--- config.mk ---
export PLATFORM = sky130hd
export DESIGN_NAME = uart_tx_fifo_flat
export DESIGN_NICKNAME = d
export VERILOG_FILES = /design/src/rtl/uart_pkg.sv /design/src/rtl/uart_tx_fifo_if.sv /design/src/rtl/sync_fifo.sv /design/src/rtl/uart_tx_fifo.sv /design/src/flat_wrapper.sv
export SDC_FILE = /design/constraint.sdc
export NUM_CORES = 1
export LEC_CHECK = 0
export CAP_MARGIN = 40
export CORE_ASPECT_RATIO = 0.5
export CORE_MARGIN = 1
export CORE_UTILIZATION = 33
export DETAILED_ROUTE_END_ITERATION = 10
export GPL_TIMING_DRIVEN = 0
export HOLD_SLACK_MARGIN = 0.15
export RECOVER_POWER = 50
export SYNTH_ARGS = -nofsm -noshare
export SYNTH_HDL_FRONTEND = slang
export SYNTH_SLANG_ARGS = --single-unit
--- constraint.sdc ---
create_clock -name clk -period 3.93 [get_ports clk]
set_input_delay 0.9825 -clock clk [delete_from_list [all_inputs] [get_ports clk]]
set_output_delay 0.9825 -clock clk [all_outputs]
set_load 0.02 [all_outputs]
--- src/rtl/uart_pkg.sv ---
// Shared UART types and defaults: the transmitter state encoding and
// the default clock/baud figures used by every UART block.
package uart_pkg;

   localparam int unsigned UART_DEFAULT_CLK  = 50000000;
   localparam int unsigned UART_DEFAULT_BAUD = 115200;

   typedef enum logic [1:0] {
      IDLE,
      START,
      DATA,
      STOP
   } tx_state_t;

   // Rounded-to-nearest clock cycles per serial bit.
   function automatic int unsigned baud_div(input int unsigned clk_freq,
                                            input int unsigned baud_rate);
      return (clk_freq + baud_rate / 2) / baud_rate;
   endfunction

endpackage

--- src/rtl/uart_tx_fifo_if.sv ---
// Byte-stream valid/ready handshake into the UART transmitter.
interface uart_tx_fifo_if;

   logic [7:0] tx_data;
   logic       tx_valid;
   logic       tx_ready;

   modport master (output tx_data, output tx_valid, input tx_ready);
   modport slave  (input tx_data, input tx_valid, output tx_ready);

endinterface

--- src/rtl/sync_fifo.sv ---
// Single-clock FIFO with first-word-fall-through read data and an
// occupancy count; pushes when full and pops when empty are dropped.
module sync_fifo #(
   parameter int unsigned WIDTH = 8,
   parameter int unsigned DEPTH = 16
) (
   input  logic                     clk,
   input  logic                     rst_n,
   input  logic                     push_i,
   input  logic [WIDTH-1:0]         wdata_i,
   input  logic                     pop_i,
   output logic [WIDTH-1:0]         rdata_o,
   output logic                     full_o,
   output logic                     empty_o,
   output logic [$clog2(DEPTH):0]   count_o
);

   localparam int unsigned AW = $clog2(DEPTH);
   localparam logic [AW:0] FULL_CNT = (AW+1)'(DEPTH);

   logic [WIDTH-1:0] mem_q [DEPTH];
   logic [AW-1:0]    wr_ptr_q, rd_ptr_q;
   logic [AW:0]      count_q;
   logic             do_push, do_pop;

   assign full_o  = (count_q == FULL_CNT);
   assign empty_o = (count_q == '0);
   assign count_o = count_q;
   assign rdata_o = mem_q[rd_ptr_q];

   assign do_push = push_i && !full_o;
   assign do_pop  = pop_i && !empty_o;

   // NOTE: sequential state uses non-blocking assignments so every flop
   // samples the pre-edge values, independent of statement order.
   always_ff @(posedge clk or negedge rst_n) begin
      if (!rst_n) begin
         wr_ptr_q <= '0;
         rd_ptr_q <= '0;
         count_q  <= '0;
      end else begin
         if (do_push) wr_ptr_q <= wr_ptr_q + 1'b1;
         if (do_pop)  rd_ptr_q <= rd_ptr_q + 1'b1;
         case ({do_push, do_pop})
            2'b10:   count_q <= count_q + 1'b1;
            2'b01:   count_q <= count_q - 1'b1;
            default: count_q <= count_q;
         endcase
      end
   end

   // NOTE: storage is deliberately not reset; resetting the pointers and
   // count already discards the contents and keeps the array RAM-mappable.
   always_ff @(posedge clk) begin
      if (do_push) mem_q[wr_ptr_q] <= wdata_i;
   end

endmodule

--- src/rtl/uart_tx_fifo.sv ---
// FIFO-buffered 8N1 UART transmitter: bytes queue in sync_fifo and are
// serialised back-to-back by a baud-timed IDLE/START/DATA/STOP machine.
module uart_tx_fifo
   import uart_pkg::*;
#(
   parameter int unsigned CLK_FREQ   = UART_DEFAULT_CLK,
   parameter int unsigned BAUD_RATE  = UART_DEFAULT_BAUD,
   parameter int unsigned FIFO_DEPTH = 16
) (
   input  logic                         clk,
   input  logic                         rst_n,
   uart_tx_fifo_if.slave                tx_if,
   output logic                         uart_tx,
   output logic                         busy,
   output logic [$clog2(FIFO_DEPTH):0]  fifo_count
);

   localparam int unsigned DIV = baud_div(CLK_FREQ, BAUD_RATE);
   localparam int unsigned CW  = $clog2(DIV + 1);

   tx_state_t      state_q, state_d;
   logic [CW-1:0]  baud_cnt_q, baud_cnt_d;
   logic [2:0]     bit_idx_q, bit_idx_d;
   logic [7:0]     shift_q, shift_d;
   logic           uart_tx_q, tx_bit;
   logic           ready_en_q;
   logic           fifo_pop, fifo_full, fifo_empty;
   logic [7:0]     fifo_rdata;
   logic           baud_done;

   sync_fifo #(
      .WIDTH (8),
      .DEPTH (FIFO_DEPTH)
   ) u_fifo (
      .clk     (clk),
      .rst_n   (rst_n),
      .push_i  (tx_if.tx_valid && tx_if.tx_ready),
      .wdata_i (tx_if.tx_data),
      .pop_i   (fifo_pop),
      .rdata_o (fifo_rdata),
      .full_o  (fifo_full),
      .empty_o (fifo_empty),
      .count_o (fifo_count)
   );

   // ready_en_q holds tx_ready low through reset and for the release edge.
   assign tx_if.tx_ready = ready_en_q && !fifo_full;
   assign uart_tx        = uart_tx_q;
   assign busy           = (state_q != IDLE) || !fifo_empty;
   assign baud_done      = (baud_cnt_q == CW'(DIV - 1));

   // NOTE: every always_comb output gets a default first, so no path can
   // leave a signal unassigned and infer a latch.
   always_comb begin
      state_d    = state_q;
      baud_cnt_d = baud_done ? '0 : baud_cnt_q + 1'b1;
      bit_idx_d  = bit_idx_q;
      shift_d    = shift_q;
      fifo_pop   = 1'b0;
      tx_bit     = 1'b1;
      case (state_q)
         IDLE: begin
            baud_cnt_d = '0;
            bit_idx_d  = '0;
            if (!fifo_empty) begin
               fifo_pop = 1'b1;
               shift_d  = fifo_rdata;
               state_d  = START;
            end
         end
         START: begin
            tx_bit = 1'b0;
            if (baud_done) state_d = DATA;
         end
         DATA: begin
            tx_bit = shift_q[bit_idx_q];
            if (baud_done) begin
               bit_idx_d = bit_idx_q + 1'b1;
               if (bit_idx_q == 3'd7) state_d = STOP;
            end
         end
         STOP: begin
            if (baud_done) begin
               if (!fifo_empty) begin
                  fifo_pop = 1'b1;
                  shift_d  = fifo_rdata;
                  state_d  = START;
               end else begin
                  state_d = IDLE;
               end
            end
         end
         default: state_d = IDLE;
      endcase
   end

   // The line is registered from the current state, so it trails the FSM
   // by one cycle uniformly and never glitches.
   always_ff @(posedge clk or negedge rst_n) begin
      if (!rst_n) begin
         state_q    <= IDLE;
         baud_cnt_q <= '0;
         bit_idx_q  <= '0;
         shift_q    <= '0;
         uart_tx_q  <= 1'b1;
         ready_en_q <= 1'b0;
      end else begin
         state_q    <= state_d;
         baud_cnt_q <= baud_cnt_d;
         bit_idx_q  <= bit_idx_d;
         shift_q    <= shift_d;
         uart_tx_q  <= tx_bit;
         ready_en_q <= 1'b1;
      end
   end

endmodule

--- src/flat_wrapper.sv ---
// flat-port wrapper written by rule: the top's interface ports become plain ports
module uart_tx_fifo_flat import uart_pkg::*;
#(
   parameter int unsigned CLK_FREQ   = UART_DEFAULT_CLK,
   parameter int unsigned BAUD_RATE  = UART_DEFAULT_BAUD,
   parameter int unsigned FIFO_DEPTH = 16
)
  (clk, rst_n, uart_tx, busy, fifo_count, tx_if_tx_data, tx_if_tx_valid, tx_if_tx_ready);
  uart_tx_fifo_if tx_if_i ();
  input  logic clk;
  input  logic rst_n;
  output logic uart_tx;
  output logic busy;
  output logic [$clog2(FIFO_DEPTH):0] fifo_count;
  input wire logic [$bits(tx_if_i.tx_data)-1:0] tx_if_tx_data;
  input wire logic [$bits(tx_if_i.tx_valid)-1:0] tx_if_tx_valid;
  output wire logic [$bits(tx_if_i.tx_ready)-1:0] tx_if_tx_ready;
  assign tx_if_i.tx_data = tx_if_tx_data;
  assign tx_if_i.tx_valid = tx_if_tx_valid;
  assign tx_if_tx_ready = tx_if_i.tx_ready;
  uart_tx_fifo #(.CLK_FREQ(CLK_FREQ), .BAUD_RATE(BAUD_RATE), .FIFO_DEPTH(FIFO_DEPTH)) u_core (.clk(clk), .rst_n(rst_n), .tx_if(tx_if_i), .uart_tx(uart_tx), .busy(busy), .fifo_count(fifo_count));
endmodule
== After elaboration in Yosys (flattened, before gate mapping) ==
Memories as Yosys holds them, arrays and structs flattened.
Index checks and enable logic that the tools add are counted.
Storage, ports and cells
  bits of input ports: 11
  word-level logic and storage cells: 69
  flip-flop bits (word level): 37
  output and inout bits: 8
  memory bits (writable): 128
  memories kept: 1
Memory list
  u_core.u_fifo.mem_q: words 16, bits a word 8, rd ports 1, clocked after Yosys merged registers in 0, write ports 1, line sync_fifo.sv:21  | logic [WIDTH-1:0] mem_q [DEPTH];
Operators by class
  $lt $le $gt $ge: 1
  reductions and logical operators: 16
  add/sub/neg operators: 6
  muxes and demuxes: 23
  equal/unequal tests: 13
Operator list (count)
  two-way mux 9 bit: 2
  two-way mux 8 bit: 2
  one-hot mux 8 bit (2 select lines): 1
  two-way mux 2 bit: 5
  one-hot mux 5 bit (2 select lines): 1
  adder 9 x 1 -> 9 bit (second input constant): 1
  == test 9 bit (second input constant): 1
  adder 4 x 1 -> 4 bit (second input constant): 2
  != test 2 x 1 -> 1 bit (second input constant): 4
  one-hot mux 2 bit (4 select lines): 1
  nonzero test 2 bit: 4
  == test 2 bit (second input constant): 3
  two-way mux 1 bit: 6
  one-hot mux 3 bit (2 select lines): 1
  adder 5 x 1 -> 5 bit (second input constant): 1
  == test 5 bit (second input constant): 1
  logical NOT 5 bit: 1
  AND reduction 5 bit: 1
  subtractor 5 x 1 -> 5 bit (second input constant): 1
  == test 2 x 1 -> 1 bit (second input constant): 2
  logical AND 1 bit: 4
  < comparator 3 x 4 -> 1 bit (second input constant): 1
  one-hot mux 1 bit (2 select lines): 2
  AND reduction 2 bit: 2
  8 further kinds: 9

== Longest topological paths before layout ==
Gate-level depths: netlist (run 1).
  depth in word-level cells: 7
  gate-level depth with buffers: 10

== Hierarchy ==
From an unflattened synthesis (run 1), not the netlist that was laid out.
Second synthesis, totals
  cells, all modules: 438
  area, all modules: 7065.5 sq um
Modules (own cells, without submodules)
  sync_fifo: area an instance 5779.3 sq um, cells an instance 332, seq. area each 4169.0 sq um, instances 1
  uart_tx_fifo: area an instance 1286.2 sq um, cells an instance 106, seq. area each 601.8 sq um, instances 1

== Least setup slack after synthesis (run 1) ==
OpenSTA, ideal clock, no wires.
  kind: reg2reg
  start: register u_core.u_fifo.count_q[0] (netlist: u_core.u_fifo.count_o[0])
  end: register u_core.u_fifo.count_q[4] (netlist: u_core.u_fifo.count_o[4])
  stages on the path, launching flop included: 10
  path buffers: 0
  setup time: 0.081 ns
  clock period less this slack: 2.832 ns
  setup slack: 1.098 ns
  arrival: 2.751 ns
  path through: dfrtp_1 -> or4_1 -> nor2_1 -> nor3_2 -> ha_1 -> fa_1 -> a21o_1 -> a21oi_1 -> mux2i_1 -> xnor2_1
On the way
  cells in the longest elaborated chain, start to end: 7
RTL lines
  start, declared: line sync_fifo.sv:23  | logic [AW:0] count_q;
  start signal, assigned: line sync_fifo.sv:45  | 2'b10: count_q <= count_q + 1'b1;
  start signal, assigned: line sync_fifo.sv:46  | 2'b01: count_q <= count_q - 1'b1;
  start signal, assigned: line sync_fifo.sv:47  | default: count_q <= count_q;
  logical NOT 5 bit *: line sync_fifo.sv:27  | assign empty_o = (count_q == '0);
  two-way mux 1 bit: line uart_tx_fifo.sv:65, uart_tx_fifo.sv:84
  two-way mux 1 bit: line uart_tx_fifo.sv:83  | if (baud_done) begin
  one-hot mux 1 bit (2 select lines): line uart_tx_fifo.sv:61  | case (state_q)
  logical AND 1 bit *: line sync_fifo.sv:32  | assign do_pop = pop_i && !empty_o;
  net u_core.u_fifo.do_pop: line sync_fifo.sv:24  | logic do_push, do_pop;
  == test 2 x 1 -> 1 bit or == test 2 bit (tied branches): line sync_fifo.sv:44  | case ({do_push, do_pop})
  one-hot mux 5 bit (2 select lines) or nonzero test 2 bit (tied branches)
The timed path passes the listed nets; every way through them passes the cells marked *.
A chain may end at the register's enable or synchronous reset.

== Final worst setup path (run 1) ==
  start: input port tx_if_tx_valid
  end: register u_core.u_fifo.count_q[4] (netlist: u_core.u_fifo.count_o[4])
On the way
  cells in the longest elaborated chain, start to end: 4
RTL lines
  start, declared: line flat_wrapper.sv:16  | input wire logic [$bits(tx_if_i.tx_valid)-1:0] tx_if_tx_valid;
  logical AND 1 bit *: line uart_tx_fifo.sv:37  | .push_i (tx_if.tx_valid && tx_if.tx_ready),
  logical AND 1 bit *: line sync_fifo.sv:31  | assign do_push = push_i && !full_o;
  == test 2 x 1 -> 1 bit or == test 2 bit (tied branches): line sync_fifo.sv:44
  one-hot mux 5 bit (2 select lines) or nonzero test 2 bit (tied branches)
Mark *: on every way between the ends. The rest lies on a longest branch, timed or not.

==> results by group, run 1 <==
Global routing
  • GR Layer Usage met3: 0.0355
  • Global-route wire length before repair: 20700 µm
  • Met2 usage: 0.201
  • Total track usage: 0.130
  • Largest net degree at the start of global routing: 24
  • Initial antenna violation count: 0
  • Met1 Track Usage GR: 0.179
  • Total gr overflow: 0
  • Vias in the first global route: ~3500
  • Most Used Layer, Global Route: met2

Flow run
  • Maxcap violations: 0

Synth
  • Syn. warnings: 0
  • Ys flop type: edfxtp_1
  • Library cells used by synthesis: 44
  • Post-synth EDFFs: approximately 130
  • Syn Nets: 413
  • Asr flop ratio synth: 0.224
  • Synthesized area: about 7000 µm²
  • Sequential share of the synthesized area: 0.683
  • Synth Register Bits: about 170
  • Cells after Synth: around 380
  • Post-synthesis area per instance: 18.2 µm²

Floorplan
  • Core area: roughly 21000 µm²
  • Starting Density: 0.338
  • Die Y: around 100 µm
  • Die area: 21800 µm²
  • Placement row count: 37
  • I/O pin total: 19
  • Chip Width: slightly above 200 µm

Timing
  • Final setup viols: 0
  • Normalized max-slew margin: 0.116
  • Setup TNS: 0 ns
  • Max Slew Vio Count: 0
  • Worst-Margin Slew: roughly 1.3 ns
  • Fmax achieved: between 300 and 400 MHz
  • Final Hold Fails: 0
  • RSZ-0062 raised after global routing: false
  • Worst Clk Skew: 0.0119 ns
  • Post-route minimum period: 3.17 ns
  • Final cycle utilization of the critical path: 0.807
  • Post-layout worst setup margin: roughly 0.76 ns

Placement
  • Dpl ws: ~0.33 ns
  • HPWL after DPL: about 8600 µm
  • GPL Wtd Cong: 0.718
  • I/O Buffers: 18

Status
  • Status: complete, no violations

Worst hold path
  • Hold Crit Start: u_core.shift_q[2]
  • Hold Crit Class: flop to flop
  • Hold path cells: 1
  • Hold EP: u_core.shift_q[2]

Layout
  • Commonest cells after routing, fill and taps aside: 128 x edfxtp_1, 36 x dfrtp_1, 34 x mux4_2
  • Area grow syn2layout: 15.6%
  • ANT cells: 0
  • Most common cell after layout, fill and taps aside: edfxtp_1
  • Share of post-route cells with drive strength above 1: 0.205
  • Layout Nets: ~450

Pwr
  • Lkg Pwr: around 2.9 nW
  • PD cells: a little under 700 nW/µm²
  • Maximum vdd drop: between 0.2 and 0.25 mV
  • Final Power: 5.56 mW

Drt
  • DRT antenna net count: 0
  • Overall routed net length: roughly 13000 µm
  • DRT Pass-1 Iters: 4
  • Routed WL per cell: around 18 µm
  • DRC Markers: 0
  • Vias per cell: ~4.8
  • DR iter-0 viols: 178
  • Routed vias: around 3400

Critical path
  • Startpoint type of the worst setup path: input port
  • R2R Setup Slk: 0.77 ns
  • Crit path kind: input port to flop
  • Crit Reg-Reg Startpoint: u_core.u_fifo.count_o[0]
  • Req. time, crit path: approximately 4.3 ns
  • CP endpoint kind: flop
  • Worst Reg-to-Reg Cells: 9
  • Critical R2R Capture: u_core.u_fifo.count_o[4]
  • Crit path DAT: roughly 3.5 ns
  • Critical Path Fanout Max: 7

Clock tree
  • Htree depth: 4
  • Setup bufs post-CTS: 0
  • Clk buf depth: 2
  • Clk Latency, worst-skew pair: about 0.43 ns
  • # resized after CTS: 0
  • Number of clock sinks: ~170
  • Clk root buf: clkbuf_16
  • Clock transition at path regs: 0.07 ns
  • TritonCTS clock tree: built
  • Cts bufs inserted: 17
  • CTS Hold Buffers Added: 0
## cell families (layout without fill, tap and decap cells)
| group | Yosys count | after routing | share of synthesized area |
|---|---|---|---|
| flip-flops | 165 | 165 | 0.683 |
| other | 1 | 1 | 0.000537 |
| AND/OR/NAND/NOR | 64 | 64 | 0.0551 |
| multiplexers | 73 | 73 | 0.168 |
| buffers and inverters | 22 | 73 | 0.0138 |
| AO/OA/AOI/OAI | 21 | 21 | 0.0226 |
| adder cells (fa/ha/maj) | 19 | 19 | 0.0351 |
| XOR/XNOR | 18 | 18 | 0.0226 |
## how the worst max path moves through the flow
stage | cells past startpoint | slack [ns] | endpoint | start
finish | 9 | 0.76 | u_core.u_fifo.count_o[4] | tx_if_tx_valid
detailed placement | 9 | 0.33 | u_core.u_fifo.count_o[4] | tx_if_tx_valid
global placement | 9 | 0.36 | u_core.u_fifo.count_o[4] | tx_if_tx_valid
CTS | 3 | 0.73 | busy | u_core.u_fifo.count_o[0]
global route | 9 | 0.60 | u_core.u_fifo.count_o[4] | u_core.u_fifo.count_o[0]
floorplan | 9 | 1.10 | u_core.u_fifo.count_o[4] | u_core.u_fifo.count_o[0]
## where the power goes
part           switching (mW)  internal [mW]  leakage [nW]  total, mW
registers               0.144           2.11          1.62       2.25
clock network           0.762          0.853         0.283       1.62
logic                   0.879          0.814         0.956       1.69
total                    1.79           3.77          2.85       5.56
## cell type report
type	count	area (µm²)
fill	1865	12600
buffer	14	66.3
multi-input combinational	196	2110
timing repair buffer	19	178
tap	273	342
clock buffer	18	429
clock inverter	14	151
sequential	165	4770
inverter	8	30.0
## layer usage
layer	wire, µm	vias up
li1	-	1562
met4	98	0
met5	0	-
met1	6310	1760
met3	450	6
met2	6090	53
## metrics by stage
step | util | cell area [µm²] | hold slack (ns) | std cells
final | 0.391 | 8080 | 0.506 | 707
after global routing | 0.391 | 8080 | 0.519 | 707
after CTS | 0.393 | 8110 | 0.470 | 707
after detailed placement | 0.364 | 7520 | 0.497 | 675
after global placement | 0.364 | 7510 | 0.486 | 674
after floorplan | - | 6990 | 0.474 | 383
## flip-flops by register name (all words and copies together), names as in the netlist
| register | flops |
|---|---|
| u_core.shift_q | 8 |
| u_core.u_fifo.mem_q | 128 |
| u_core.ready_en_q | 1 |
| u_core.u_fifo.rd_ptr_q | 4 |
| u_core.uart_tx | 1 |
| u_core.state_q | 2 |
| u_core.u_fifo.count_o | 5 |
| u_core.u_fifo.wr_ptr_q | 4 |
| u_core.bit_idx_q | 3 |
| u_core.baud_cnt_q | 9 |
## Yosys cell counts (all sizes together) (2+ instances only)
| master | count | area, µm² |
|---|---|---|
| xor2 | 7 | 61.3 |
| mux2 | 12 | 135 |
| nor3 | 4 | 25.0 |
| a21oi | 3 | 15.0 |
| and2 | 18 | 113 |
| mux4 | 34 | 766 |
| buf | 7 | 40.0 |
| ha | 18 | 225 |
| nand3 | 6 | 42.5 |
| nand2 | 8 | 30.0 |
| a22o | 2 | 17.5 |
| nand4 | 2 | 12.5 |
| and3 | 2 | 12.5 |
| a31oi | 2 | 12.5 |
| nor2 | 12 | 45.0 |
| xnor2 | 11 | 96.3 |
| inv | 8 | 30.0 |
| dfrtp | 36 | 901 |
| a21o | 3 | 22.5 |
| o21ai | 5 | 25.0 |
| mux2i | 27 | 270 |
| edfxtp | 128 | 3840 |
| nor3b | 4 | 30.0 |
| clkbuf | 7 | 26.3 |
## worst max-delay path: stages
cell,delay [ns]
clkdlybuf4s50_1,0.47
o211a_1,0.35
inv_1,0.21
ha_1,0.34
fa_1,0.43
a21o_1,0.18
a21oi_1,0.18
mux2i_1,0.23
xnor2_1,0.13
(Power assumes the default switching activity.)
==> inputs of run 2 (changes only) <==
==> constraint.sdc (replaced) <==
create_clock -name clk -period 2.6 [get_ports clk]
set_input_delay 0.65 -clock clk [delete_from_list [all_inputs] [get_ports clk]]
set_output_delay 0.65 -clock clk [all_outputs]
set_load 0.02 [all_outputs]
==> results by group, run 2 (synthesis results as in run 1) <==
Global routing
  • Largest net degree at the start of global routing: 27 (was 24)
  • Total track usage: 0.128 (was 0.130)
  • Vias in the first global route: 3529 (was 3536)
  • Initial antenna violation count: 0 (unchanged)
  • Total gr overflow: 0 (unchanged)
  • Global-route wire length before repair: 20200 µm (was 20700 µm)

Layout
  • Most common cell after layout, fill and taps aside: edfxtp_1 (unchanged)
  • Final Non-Filler Cells: 717 (was 707)
  • Commonest cells after routing, fill and taps aside: 128 x edfxtp_1, 34 x mux4_2, 33 x dfrtp_1 (was 128 x edfxtp_1, 36 x dfrtp_1, 34 x mux4_2)
  • Share of post-route cells with drive strength above 1: 0.259 (was 0.205)
  • Max reg flops: 128 (unchanged)
  • Top Registers: u_core.u_fifo.mem_q (128), u_core.baud_cnt_q (9), u_core.shift_q (8) (unchanged)
  • Top register by number of flip-flops: u_core.u_fifo.mem_q (unchanged)
  • Layout Nets: 461 (was 451)
  • Area grow syn2layout: 18.5% (was 15.6%)
  • ANT cells: 0 (unchanged)

Clock tree
  • Clk Latency, worst-skew pair: 0.42 ns (was 0.43 ns)
  • Number of clock sinks: 165 (unchanged)
  • TritonCTS clock tree: built (unchanged)
  • Clk buf depth: 2 (unchanged)
  • Clock transition at path regs: 0.07 ns (about the same)
  • Htree depth: 4 (unchanged)
  • Clk root buf: clkbuf_16 (unchanged)
  • Cts bufs inserted: 17 (unchanged)

Pwr
  • PD cells: 1040 nW/µm² (was 688 nW/µm²)
  • Lkg Pwr: 2.91 nW (was 2.85 nW)
  • Maximum vdd drop: 0.517 mV (was 0.244 mV)

Floorplan
  • Die area: 21800 µm² (unchanged)
  • Core area: 20600 µm² (unchanged)
  • I/O pin total: 19 (unchanged)
  • Chip Width: 208 µm (unchanged)
  • Placement row count: 37 (unchanged)
  • Starting Density: 0.338 (unchanged)
  • Die Y: 105 µm (unchanged)

Timing
  • Final cycle utilization of the critical path: 0.988
  • Post-route minimum period: between 2 and 3 ns
  • RSZ-0062 raised after global routing: true (was false)
  • Max Slew Vio Count: 0 (unchanged)
  • Worst-Margin Slew: 0.746 ns (was 1.33 ns)
  • Fmax achieved: ~390 MHz
  • Final setup viols: 0 (unchanged)
  • Normalized max-slew margin: 0.501 (was 0.116)
  • Worst Clk Skew: 0.0127 ns (was 0.0119 ns)
  • Setup TNS: 0 ns (unchanged)
  • Final Hold Fails: 0 (unchanged)

Critical path
  • Req. time, crit path: 1.95 ns (was 4.28 ns)
  • Crit path DAT: 1.92 ns (was 3.51 ns)
  • Critical Path Fanout Max: 4 (was 7)
  • CP endpoint kind: primary output (was flop)
  • Startpoint type of the worst setup path: flop (was input port)
  • Crit path kind: flop to primary output (was input port to flop)

Drt
  • Vias per cell: 4.73 (was 4.78)
  • Overall routed net length: 12800 µm (was 12900 µm)
  • DRC Markers: 0 (unchanged)
  • DRT antenna net count: 0 (unchanged)
  • DR iter-0 viols: 164 (was 178)
  • Routed vias: 3393 (was 3381)
  • DRT Pass-1 Iters: 4 (unchanged)
  • Routed WL per cell: 17.9 µm (was 18.3 µm)

Worst hold path
  • Hold Crit Class: flop to flop (unchanged)

Placement
  • HPWL after DPL: 8590 µm (was 8610 µm)
  • Placed Instances: 675 (unchanged)
  • GPL Wtd Cong: 0.725 (was 0.718)
  • I/O Buffers: 18 (unchanged)

Flow run
  • Maxcap violations: 0 (unchanged)

Status
  • Status: complete, no violations (unchanged)
## run 2: changes by cell type in the layout (fill, tap and decap cells not counted), sizes merged
cell | previous run | this run
clkinv | 4 | 5
dlygate4sd2 | 0 | 1
buf | 7 | 16
dlygate4sd3 | 8 | 9
clkdlybuf4s50 | 9 | 8
clkinvlp | 1 | 0
## run 2: timing repair
action | 4_1_cts | 5_1_grt
gates resized for setup | 3 | 9
hold buffers | 1 | 0
endpoints found under the hold margin | 11 | 0
setup endpoints to repair | 5 | 4
pin swaps | 2 | 7
gates cloned | 0 | 0
setup buffers | 1 | 8
## run 2: through the flow
step | utilization | power [mW] | setup WS [ns] | hold slack [ns] | instance area [µm²]
floorplan | - | 5.37 | 0.00784 | 0.354 | 7030
global placement | 0.366 | 6.08 | -0.269 | 0.486 | 7550
detailed placement | 0.366 | 6.12 | -0.271 | 0.493 | 7560
CTS | 0.397 | 8.63 | -0.120 | 0.510 | 8190
global route | 0.401 | 9.11 | -0.0627 | 0.530 | 8280
finish | 0.401 | 8.64 | 0.0313 | 0.509 | 8280
## run 2: worst paths after layout
kind / start / to / slack (ns) / cells past startpoint
worst max-delay path: u_core.u_fifo.count_o[0] / tx_if_tx_ready / 0.03 / 3
worst min-delay path: u_core.baud_cnt_q[0] / u_core.baud_cnt_q[0] / 0.51 / 1
worst max register to register: u_core.u_fifo.count_o[0] / u_core.u_fifo.count_o[4] / 0.04 / 9
worst min register to register: u_core.baud_cnt_q[0] / u_core.baud_cnt_q[0] / 0.51 / 1
max in group asynchronous: rst_n / u_core.u_fifo.rd_ptr_q[1] / 0.77 / 3
min in group asynchronous: rst_n / u_core.state_q[1] / 0.76 / 2
## run 2: where the power goes
| part | internal (mW) | switching, mW |
|---|---|---|
| logic | 1.34 | 1.40 |
| registers | 3.19 | 0.225 |
| clock network | 1.31 | 1.18 |
| total | 5.84 | 2.80 |
## run 2: cell type report
class,instances,area (µm²)
buffer,14,66.3
clock buffer,18,429
clock inverter,14,175
fill,1849,12400
inverter,8,35.0
multi-input combinational,196,2200
sequential,165,4770
tap,273,342
timing repair buffer,29,255
## run 2: critical path: stages, from the launching register on
cell and delay (ns):
dfrtp_2 0.44, nor4_2 0.38, a21boi_0 0.14, clkdlybuf4s50_1 0.55
## run 2: per-layer routing
layer	routed length (µm)	up-vias	track usage
li1	-	1594	-
met5	0	-	0
met1	6130	1734	0.173
met4	280	0	0.0492
met2	5940	51	0.199
met3	455	14	0.0328
==> variant: new RTL, flow settings as in run 2 <==
`FIFO_DEPTH` is set to 16 in 2 places; all go to 32.
--- a/src/rtl/uart_tx_fifo.sv
+++ b/src/rtl/uart_tx_fifo.sv
@@ -5,7 +5,7 @@
 #(
    parameter int unsigned CLK_FREQ   = UART_DEFAULT_CLK,
    parameter int unsigned BAUD_RATE  = UART_DEFAULT_BAUD,
-   parameter int unsigned FIFO_DEPTH = 16
+   parameter int unsigned FIFO_DEPTH = 32
 ) (
    input  logic                         clk,
    input  logic                         rst_n,
--- a/src/flat_wrapper.sv
+++ b/src/flat_wrapper.sv
@@ -3,7 +3,7 @@
 #(
    parameter int unsigned CLK_FREQ   = UART_DEFAULT_CLK,
    parameter int unsigned BAUD_RATE  = UART_DEFAULT_BAUD,
-   parameter int unsigned FIFO_DEPTH = 16
+   parameter int unsigned FIFO_DEPTH = 32
 )
   (clk, rst_n, uart_tx, busy, fifo_count, tx_if_tx_data, tx_if_tx_valid, tx_if_tx_ready);
   uart_tx_fifo_if tx_if_i ();
Ports: changed (resized fifo_count); port bits go from 19 to 20. The function was not compared with the original's and may differ.
==> variant against run 2 <==
The run now ends with setup timing left. Synthesized area is 71% higher. Die area increased by 70%. Combinational power decreased by 65%. Power increased by 19%. Worst setup slack lost 0.20 ns. Wire length up 97%. Final area grew 67%. Sequential cell count is 131 higher. Via count rose by 80%.
==> variant: results (changes against run 2) <==
first-pass GRT wire length 38,870 um (was 20,200 um); largest net degree at the start of global routing 29 (was 27); Setup Viol. Count Final 4 (was 0); Buffers on Ports 19 (was 18); top cells by area, synth edfxtp_1 (64%), mux4_2 (12%), dfrtp_1 (8.2%) (was edfxtp_1 (55%), dfrtp_1 (13%), mux4_2 (11%)); violated checks setup timing; fillers 3,177 (was 1,849); CP max stage delay 0.58 ns (was 0.55 ns); Place WS -0.3265 ns (was -0.2706 ns); ratio of cells with drive above 1 in the final layout 22.65% (was 25.90%); fin cells 1,208 (was 717); HP Start u_core.shift_q[2] (was u_core.baud_cnt_q[0]); Clock Latency Late Sink 0.56 ns (was 0.42 ns); syn_nets 674 (was 413); Initial DRT Pass Iterations 5 (was 4); Setup crit end u_core.u_fifo.count_o[5] (was tx_if_tx_ready); Clock Skews 0.02049 ns (was 0.01274 ns); status complete, but fails checks (was completed); Cell Int Power 7.925 mW (was 5.841 mW); Post-synth EDFFs 256 (was 128); Inserted Clock Buffers 28 (was 17); Worst Path Arrival 3.23 ns (was 1.92 ns); Avg WL per Cell 20.85 um (was 17.86 um); cells on worst reg2reg path 11 (was 9); worst r2r dst u_core.u_fifo.count_o[5] (was u_core.u_fifo.count_o[4]); Crit Path Max Fanout 5 (was 4); Leakage 4.546 nW (was 2.911 nW); Largest regs u_core.u_fifo.mem_q: 256 flops, u_core.baud_cnt_q: 9 flops, u_core.shift_q: 8 flops (was u_core.u_fifo.mem_q: 128 flops, u_core.baud_cnt_q: 9 flops, u_core.shift_q: 8 flops); Crit path max-delay family simple AND/OR/NAND/NOR gates (was buffers and inverters); setup slack after layout -0.1678 ns (was 0.03130 ns); Final #Nets 743 (was 461); placed insts 1,146 (was 675)
-- variant: power groups by stage --
| stage | sequential (mW) | clock [mW] | combinational [mW] |
|---|---|---|---|
| floorplan | 5.60 | 0 | 0.454 |
| global placement | 5.58 | 0 | 0.805 |
| detailed placement | 5.58 | 0 | 0.864 |
| CTS | 5.48 | 3.93 | 0.936 |
| global route | 5.49 | 4.11 | 1.04 |
| finish | 5.48 | 3.88 | 0.956 |
-- variant: cell families (layout without fill, tap and decap cells) --
kind of cell,count (synthesis),after routing,synth area share (%)
buf+inv,41,131,1.885
compound gates,63,63,3.184
flops,296,296,72.75
xor+xnor,20,20,1.466
fa+ha+maj,20,20,2.158
mux,71,71,12.89
simple gates,131,131,5.635
other cells,1,1,0.03139
-- variant: layout make-up --
| type | instances | area [um^2] | area share [%] |
|---|---|---|---|
| flip-flops and latches | 296 | 8695 | 62.77 |
| plain buffers | 27 | 171.4 | 1.238 |
| inverters | 13 | 51.30 | 0.3704 |
| repair buffers | 40 | 326.6 | 2.358 |
| well taps | 475 | 594.3 | 4.291 |
| multi-input cells | 306 | 3151 | 22.75 |
| clock buffers | 37 | 734.5 | 5.303 |
| clock inverters | 14 | 127.6 | 0.9214 |
-- variant: routing by layer --
layer  global-route usage (%)  share of wire, %
met4                    3.170               1.6
met1                    20.25                47
met2                    22.36                47
met3                    2.351               5.1
met5                        0                 0
-- variant: worst reg2reg max path, stage by stage, from the launching register on --
cell	delay (ns)
dfrtp_2	0.40
or4_4	0.58
nor3_4	0.22
nor3_4	0.08
ha_4	0.19
buf_12	0.14
ha_4	0.24
a21o_1	0.11
a21oi_2	0.08
or4_4	0.48
nand3_2	0.08
xnor2_1	0.11
